--- config.mk ---
export PLATFORM = sky130hd
export DESIGN_NAME = tx_serializer
export DESIGN_NICKNAME = d
export VERILOG_FILES = /design/src/rtl/tx_serializer.sv
export SDC_FILE = /design/constraint.sdc
export NUM_CORES = 1
export LEC_CHECK = 0
export ABC_AREA = 1
export BUFFER_PORTS_ARGS = -buffer_cell sky130_fd_sc_hd__buf_2
export CAP_MARGIN = 25
export CORE_MARGIN = 2
export CORE_UTILIZATION = 30
export DETAILED_ROUTE_END_ITERATION = 8
export GPL_ROUTABILITY_DRIVEN = 1
export GPL_TIMING_DRIVEN = 0
export SLEW_MARGIN = 20
export SYNTH_ARGS = -nofsm -noshare
export SYNTH_HDL_FRONTEND = slang
export SYNTH_SLANG_ARGS = --single-unit
export TNS_END_PERCENT = 10
--- constraint.sdc ---
create_clock -name clk -period 2 [get_ports clk]
set_input_delay 0.4 -clock clk [delete_from_list [all_inputs] [get_ports clk]]
set_output_delay 0.4 -clock clk [all_outputs]
set_load 0.02 [all_outputs]
--- src/rtl/tx_serializer.sv ---
// Serial transmit stage behind the 8b/10b encoder: owns running disparity, shifts symbols
// MSB-first, sends a comma preamble after reset and fills idle symbol slots with K28.5.
module tx_serializer #(
    parameter int CLK_PER_BIT = 4,
    parameter int SYNC_COMMAS = 4
) (
    input  logic       clk,
    input  logic       rst_n,
    input  logic       tx_en,
    input  logic [9:0] word_in,
    input  logic       rd_next_in,
    input  logic       enc_err_in,
    input  logic       word_valid,
    output logic       word_ready,
    output logic       rd_cur,
    output logic       ser_out,
    output logic       sync_done,
    output logic       err_sticky,
    input  logic       err_clr,
    output logic       state_dbg
);

    typedef enum logic {
        SYNC = 1'b0,
        RUN  = 1'b1
    } state_t;

    localparam logic [3:0] CNT_MAX   = 4'(CLK_PER_BIT - 1);
    localparam logic [7:0] SYNC_LAST = 8'(SYNC_COMMAS - 1);
    localparam logic [9:0] COMMA_RDN = 10'b0011111010;
    localparam logic [9:0] COMMA_RDP = 10'b1100000101;

    state_t     state, state_nxt;
    logic [3:0] clk_cnt;
    logic [3:0] bit_cnt;
    logic [7:0] sync_cnt;
    logic [9:0] shreg;
    logic [9:0] comma;
    logic       boundary;
    logic       go_run;
    logic       accept;

    assign boundary  = (clk_cnt == CNT_MAX) && (bit_cnt == 4'd9);
    assign comma     = rd_cur ? COMMA_RDP : COMMA_RDN;
    assign ser_out   = shreg[9];
    assign state_dbg = (state == RUN);

    always_ff @(posedge clk or negedge rst_n) begin
        if (!rst_n) begin
            state <= SYNC;
        end else begin
            state <= state_nxt;
        end
    end

    always_comb begin
        state_nxt = state;
        case (state)
            SYNC:    if (boundary && (sync_cnt == SYNC_LAST)) state_nxt = RUN;
            RUN:     state_nxt = RUN;
            default: state_nxt = SYNC;
        endcase
    end

    // Handshake: word_ready is high only on a RUN symbol boundary with tx_en set and never
    // depends on word_valid; a word transfers on a cycle where both are high, otherwise the
    // upstream stage holds it.
    always_comb begin
        word_ready = 1'b0;
        accept     = 1'b0;
        go_run     = 1'b0;
        case (state)
            SYNC: go_run = boundary && (sync_cnt == SYNC_LAST);
            RUN: begin
                word_ready = boundary && tx_en;
                accept     = boundary && tx_en && word_valid;
            end
            default: ;
        endcase
    end

    always_ff @(posedge clk or negedge rst_n) begin
        if (!rst_n) begin
            clk_cnt <= CNT_MAX;
            bit_cnt <= 4'd9;
            shreg   <= 10'd0;
        end else if (boundary) begin
            shreg   <= accept ? word_in : comma;
            clk_cnt <= 4'd0;
            bit_cnt <= 4'd0;
        end else if (clk_cnt == CNT_MAX) begin
            shreg   <= {shreg[8:0], 1'b0};
            bit_cnt <= bit_cnt + 4'd1;
            clk_cnt <= 4'd0;
        end else begin
            clk_cnt <= clk_cnt + 4'd1;
        end
    end

    // Disparity only moves at boundaries so the encoder sees a stable RDin for a whole symbol.
    always_ff @(posedge clk or negedge rst_n) begin
        if (!rst_n) begin
            rd_cur    <= 1'b0;
            sync_cnt  <= 8'd0;
            sync_done <= 1'b0;
        end else begin
            if (boundary) begin
                rd_cur <= accept ? rd_next_in : ~rd_cur;
                if (state == SYNC) sync_cnt <= sync_cnt + 8'd1;
            end
            if (go_run) sync_done <= 1'b1;
        end
    end

    always_ff @(posedge clk or negedge rst_n) begin
        if (!rst_n) begin
            err_sticky <= 1'b0;
        end else if (err_clr) begin
            err_sticky <= 1'b0;
        end else if (accept && enc_err_in) begin
            err_sticky <= 1'b1;
        end
    end

endmodule

## Word-level counts from Yosys, hierarchy flattened

Index checks and enable logic that the tools add are counted.

| operators by class | value |
|---|---|
| add/subtract/negate cells | 3 |
| equal/unequal tests | 3 |
| mux-type cells | 16 |
| bitwise logic cells | 2 |
| reductions and logical operators | 8 |

Operators by type and width:

| kind | number |
|---|---|
| 2-to-1 mux 10 bit | 4 |
| 2-to-1 mux 4 bit | 4 |
| adder 4 x 1 -> 4 bit, second input constant | 2 |
| adder 8 x 1 -> 8 bit, second input constant | 1 |
| == test 8 x 2 -> 1 bit, second input constant | 1 |
| 2-to-1 mux 1 bit | 7 |
| logical AND 1 bit | 5 |
| == test 4 x 2 -> 1 bit, second input constant | 1 |
| == test 4 bit, second input constant | 1 |
| nonzero test 2 bit | 2 |
| NOT 1 bit | 2 |
| case mux 1 bit (2 select lines) | 1 |
| AND reduction 2 bit | 1 |

| storage, ports and cells | value |
|---|---|
| register bits | 30 |
| input bits | 17 |
| output and inout bits | 6 |
| word-level logic and storage cells | 40 |

## Logic depth before layout (Yosys ltp)

Gate-level depths: netlist of the first run.

| depth | value |
|---|---|
| word-level depth | 8 |
| depth in mapped cells | 9 |
| gate-level depth less buffers | 9 |

## Least setup slack after synthesis of the first run

No wires, ideal clock.

| timing path | value |
|---|---|
| path type | register to output |
| start | reg bit_cnt[0] |
| end | out word_ready |
| data arrival time | 1.307 ns |
| data required time | 1.600 ns |
| slack | 0.293 ns |
| stages on the path, launching flop included | 6 |
| buffers on the path | 0 |
| cells stage by stage | dfstp_2 > ha_1 > nand3_2 > nor2_8 > inv_2 > nor2_2 |

| between the ends | value |
|---|---|
| longest elaborated chain between the ends | 4 |

RTL lines:

| element | line | text |
|---|---|---|
| from (decl) | 35 | `logic [3:0] bit_cnt;` |
| from (signal assigned) | 93 | `bit_cnt <= bit_cnt + 4'd1;` |
| == test 4 bit | 43 | `assign boundary = (clk_cnt == CNT_MAX) && (bit_cnt == 4'd9);` |
| logical AND 1 bit | 43 |  |
| logical AND 1 bit | 75 | `word_ready = boundary && tx_en;` |
| 2-to-1 mux 1 bit | 72 | `case (state)` |
| to (decl) | 14 | `output logic word_ready,` |

No other way between the ends.

## Final worst setup path of the first run

Same ends and word-level chain as after synthesis.

==> results_dict.tcl, run 1 <==
set metrics [dict create \
    fp.dieArea_um2 5880 \
    power.density_nw_per_um2 627 \
    fmax_mhz 525 \
    die_w_um 76.7 \
    hold_ws_ps 142 \
    firstDrtPassIters 4 \
    cts_sinks 30 \
    tritoncts "built" \
    cts_buffers 5 \
    ys_types 33 \
    cp-start-kind "flop" \
    hp-class "in -> async" \
    io_buffer_count 22 \
    ir_worst_vdd_uv 324 \
    io-pin-count 23 \
    grt_max_degree 31 \
    final_min_period_over_clock_period_pct 95.2 \
    syn2layout_area_growth_pct 22.2 \
    drc 0 \
    cts_htree_levels 2 \
    cts.clk_slew.worst_paths_ps 60 \
    grt_pass1_vias 1268 \
    hold_violations 0 \
    p_leak_nw 0.932 \
    tns_ps 0 \
    wire_per_inst_um 11.4 \
    clock_skew_ps 1.66 \
    endpoint_kind "primary output" \
    cp.arrival_ps 1500 \
    grt_pass1_wl_um 5820 \
    slew_viol_final 0 \
    first_iter_violations 66 \
    timing.final.ws_setup_ps 97.0 \
    crit_path_max_incr_delay_ps 540 \
    rsz0062_at_grt "false" \
    fp.dieH_um 76.7 \
    clock-root-buffer "clkbuf_8" \
    nNetsFinal 232 \
    yosysWarnings 0 \
    yosysSeqAreaShare_pct 47.7 \
    ys_seq_elements 30 \
    worst_pin_slew_ps 650 \
    ant_nets 0 \
    wirelength_um 3230 \
    grt_antenna_before_repair 0 \
    rows 26 \
    initial_core_util_pct 31.0 \
    status "completed" \
    final_layout_size_suffix_gt1_share_pct 26.9 \
    cp_slowest_cell "dfstp_2" \
    post-dp-hpwl_um 2380 \
    antenna_cells 0 \
    slew_headroom_pct 56.7 \
    clock_latency_ps 280 \
    vias 1254 \
    crit_chain "ha_1, nand3_2, nor2_8, inv_2, nor2_4, buf_6" \
    via_per_inst 4.45 \
    track_usage_pct 12.4 \
    syn_area_per_cell_um2 8.81 \
    clock_path_buffers 2 \
    grt-ovfl-total 0 \
    place.gp.congestion 0.849 \
    fp.coreArea_um2 5110 \
    post-place-ws_ps 122 \
    syn-num-nets 201 \
    worstPathRequired_ps 1600 \
    syn_inst 180 \
    syn_area_um2 1590 \
    setup_viol 0 \
    crit_path_max_fanout 3 \
    drv_cap 0 \
    layout_min_cycle_time_ps 1900 \
    crit_type "reg -> out" \
]
cell families after synthesis:
kind of cell               synth area share, %
xor gates and xnor gates                  3.31
and+or+nand+nor                           25.2
DFF                                       47.7
adders and majority gates                 3.16
buffers and inverters                     8.29
AOI/OAI and AO/OA                         12.4
repair_timing:
action                                  CTS  global route
setup buffers                             2             0
pin swaps                                 2             0
hold buffers                              0             0
cloned                                    0             0
endpoints found under the setup margin    1             1
resized for setup                         3             3
critical path, delay by kind of cell (launching register included):
family | cells | cell delay (ps)
adders and majority gates | 1 | 160
buffers and inverters | 2 | 190
DFF | 1 | 540
and+or+nand+nor | 3 | 330
path summary, 6_finish.rpt:
path	slack, ps	cells past startpoint	endpoint	start
min reg2reg	470	1	sync_done	sync_done
max reg2reg	320	8	shreg[2]	bit_cnt[0]
min	140	1	shreg[1]	rst_n
min in group clk	270	2	err_sticky	err_clr
max in group asynchronous	1440	1	shreg[4]	rst_n
max	100	6	word_ready	bit_cnt[0]
Yosys cell counts:
| master | number | area [µm²] |
|---|---|---|
| dfrtp_1 | 26 | 651 |
| inv_1 | 26 | 97.6 |
| nand2_1 | 26 | 97.6 |
| a21oi_1 | 19 | 95.1 |
| nor2_1 | 16 | 60.1 |
| nand3_1 | 11 | 55.1 |
| nand4_1 | 6 | 37.5 |
| o31ai_1 | 5 | 37.5 |
| dfstp_2 | 4 | 105 |
| ha_1 | 4 | 50.1 |
| xor2_1 | 4 | 35.0 |
| nand2_4 | 3 | 33.8 |
| nor2_2 | 3 | 18.8 |
| o21ai_0 | 3 | 15.0 |
| buf_2 | 2 | 10.0 |
| nand2_2 | 2 | 12.5 |
| nor3b_1 | 2 | 15.0 |
| o21ai_1 | 2 | 10.0 |
| xnor2_1 | 2 | 17.5 |
| a21oi_2 | 1 | 8.76 |
| buf_6 | 1 | 11.3 |
| clkbuf_1 | 1 | 3.75 |
| clkinv_2 | 1 | 5.00 |
| inv_2 | 1 | 3.75 |
| nand3_2 | 1 | 10.0 |
| nand3_4 | 1 | 17.5 |
| nor2_8 | 1 | 20.0 |
| nor3_1 | 1 | 5.00 |
| nor3_2 | 1 | 10.0 |
| nor4_1 | 1 | 6.26 |
| o21bai_2 | 1 | 11.3 |
| o22ai_1 | 1 | 6.26 |
| o31ai_2 | 1 | 12.5 |
layer usage:
| metal | vias up | global-route usage (%) | wire [µm] |
|---|---|---|---|
| li1 | 653 | - | - |
| met1 | 569 | 17.0 | 1650 |
| met2 | 28 | 17.6 | 1370 |
| met3 | 4 | 4.24 | 159 |
| met4 | 0 | 5.09 | 45 |
| met5 | - | 0 | 0 |
flip-flops by register name, indices dropped and copies added (netlist names):
name	cells
bit_cnt	4
shreg	10
clk_cnt	4
state_dbg	1
rd_cur	1
err_sticky	1
sync_cnt	8
sync_done	1
final cells by class:
type / instances / area [µm²]
Sequential cell: 30 / 756
Fill cell: 526 / 3170
Tap cell: 70 / 87.6
Buffer: 4 / 25.0
Clock buffer: 8 / 110
Inverter: 28 / 106
Multi-Input combinational cell: 118 / 721
Timing Repair Buffer: 24 / 131
report_power, final:
| group | leakage (nW) | internal [W] | switching, W | total [W] |
|---|---|---|---|---|
| Sequential | 0.358 | 0.000607 | 0.0000000000000000000209 | 0.000607 |
| Combinational | 0.516 | 0.0000117 | 0.0000220 | 0.0000337 |
| Clock | 0.0575 | 0.000347 | 0.000227 | 0.000574 |
| Total | 0.932 | 0.000966 | 0.000249 | 0.00122 |
stage by stage:
stage | area (µm²) | util (%) | power (W) | std cells
global placement | 1780 | 34.9 | 0.000654 | 272
CTS | 1920 | 37.6 | 0.00123 | 282
floorplan | 1590 | - | 0.000621 | 180
global route | 1940 | 37.9 | 0.00127 | 282
detailed placement | 1780 | 34.9 | 0.000654 | 272
finish | 1940 | 37.9 | 0.00122 | 282
layout by cell type, fill, tap and decap left out, types with 2 or more instances in the layout:
cell and n:
xnor2_1 2, dfrtp_1 26, clkbuf_8 8, a21oi_1 19
xor2_1 4, nand2_4 4, dfstp_2 4, buf_4 2
nand2_1 26, buf_2 23, inv_1 26, nor3b_1 2
buf_6 2, nor2_2 2, ha_1 3, nand3_1 11
o31ai_1 5, nor2_1 16, o21ai_0 3, nand4_1 6
o21ai_1 2
Note: power is estimated with default switching activity, not from simulation.
==> run 2, diff against run 1 <==
--- a/config.mk
+++ b/config.mk
@@ -13,6 +13,7 @@
 export DETAILED_ROUTE_END_ITERATION = 8
 export GPL_ROUTABILITY_DRIVEN = 1
 export GPL_TIMING_DRIVEN = 0
+export PLACE_DENSITY = 0.47
 export SLEW_MARGIN = 20
 export SYNTH_ARGS = -nofsm -noshare
 export SYNTH_HDL_FRONTEND = slang
==> results_dict.tcl, run 2 (synthesis gave the netlist of run 1 again) <==
set metrics [dict create \
    hold_violations 0 \
    dpl-instance-area_um2 1780 \
    top_register "shreg" \
    cp.arrival_ps 1510 \
    grt-ovfl-total 0 \
    antenna_cells 0 \
    tns_ps 0 \
    design_area_um2 1910 \
    multiInputGateArea_um2 721 \
    ant_nets 0 \
    grt_antenna_before_repair 0 \
    first_iter_violations 51 \
    final_cell_mix "inv_1 (26), nand2_1 (26), dfrtp_1 (26), buf_2 (23), a21oi_1 (19)" \
    fp.coreArea_um2 5110 \
    wirelength_um 3260 \
    p_leak_nw 0.919 \
    grt_pass1_wl_um 5880 \
    ir_worst_vdd_uv 325 \
    cts_htree_levels 2 \
    post-place-ws_ps 129 \
    io-pin-count 23 \
    place.gp.congestion 0.757 \
    rsz0062_at_grt "false" \
    num-fill-cells 531 \
    io_buffer_count 22 \
    power.density_nw_per_um2 592 \
    endpoint_kind "primary output" \
    final_min_period_over_clock_period_pct 95.6 \
    clock-root-buffer "clkbuf_8" \
    firstDrtPassIters 4 \
    wire_per_inst_um 11.6 \
    crit_path_max_fanout 3 \
    cts.clk_slew.worst_paths_ps 60 \
    worstPathRequired_ps 1600 \
    timing.final.ws_setup_ps 88.3 \
    grt_pass1_vias 1268 \
    fp.dieH_um 76.7 \
    nNetsFinal 232 \
    fp.dieArea_um2 5880 \
    status "completed" \
    clock_latency_ps 280 \
    tritoncts "built" \
    drv_cap 0 \
    finalPower_w 0.00113 \
    final_layout_size_suffix_gt1_share_pct 26.1 \
    largestRegisters "shreg: 10 flops, sync_cnt: 8 flops" \
    clock_skew_ps 7.64 \
    vias 1232 \
    setup_viol 0 \
    grt_max_degree 31 \
    track_usage_pct 12.4 \
    crit_type "reg -> out" \
    cp-start-kind "flop" \
    post-dp-hpwl_um 2380 \
    fmax_mhz 523 \
    hp-class "in -> async" \
    die_w_um 76.7 \
    drc 0 \
    largest_reg_flops 10 \
    cts_hold_buf 0 \
    clock_path_buffers 2 \
    initial_core_util_pct 31.0 \
    slew_headroom_pct 54.1 \
    via_per_inst 4.38 \
    syn2layout_area_growth_pct 20.7 \
    ff_latch_area_um2 756 \
    layout_min_cycle_time_ps 1910 \
    slew_viol_final 0 \
    cts_sinks 30 \
    cts_buffers 5 \
    rows 26 \
    worst_pin_slew_ps 688 \
]
==> run 2: power breakdown <==
part / switching (W) / internal, W
logic: 0.0000214 / 0.0000117
clock network: 0.000219 / 0.000273
registers: 0.0000000000000000000173 / 0.000607
==> run 2: layout make-up <==
type                    instances  area share, %
inverters                      28           5.56
flip-flops and latches         30           39.5
repair buffers                 24           6.87
plain buffers                   4           1.31
multi-input cells             118           37.7
well taps                      70           4.58
clock buffers                   7           4.51
==> run 2: what timing repair did <==
item / CTS / global route
gates resized for setup: 3 / 3
endpoints found under the setup margin: 1 / 1
pin swaps: 1 / 1
setup buffers: 1 / 1
==> run 2: metal layers <==
metal  wire length [µm]  GRT usage [%]
met1               1700           17.6
met2               1410           18.1
met3                111           3.53
met4                 37           4.36
met5                  0              0
==> run 2: worst max-delay path: stages, from the launching register on <==
cell     delay [ps]
dfstp_2         550
ha_1            170
nand3_2         120
nor2_8          120
inv_2            70
nor2_4           90
buf_6           120
==> run 2: final timing paths <==
kind                               endpoint  slack (ps)  cells past startpoint  startpoint
worst max-delay path             word_ready          90                      6  bit_cnt[0]
worst min-delay path               shreg[0]         160                      1       rst_n
worst max register to register       rd_cur         290                      9  bit_cnt[0]
worst min register to register    sync_done         470                      1   sync_done
max in group asynchronous       sync_cnt[5]        1390                      1       rst_n
min in group clk                 err_sticky         270                      2     err_clr
==> run 2: stage by stage <==
step | cells | hold WS (ps) | utilization (%)
finish | 281 | 162 | 37.5
global route | 281 | 227 | 37.5
global placement | 272 | 463 | 34.9
CTS | 280 | 190 | 36.9
floorplan | 180 | 104 | -
detailed placement | 272 | 461 | 34.9
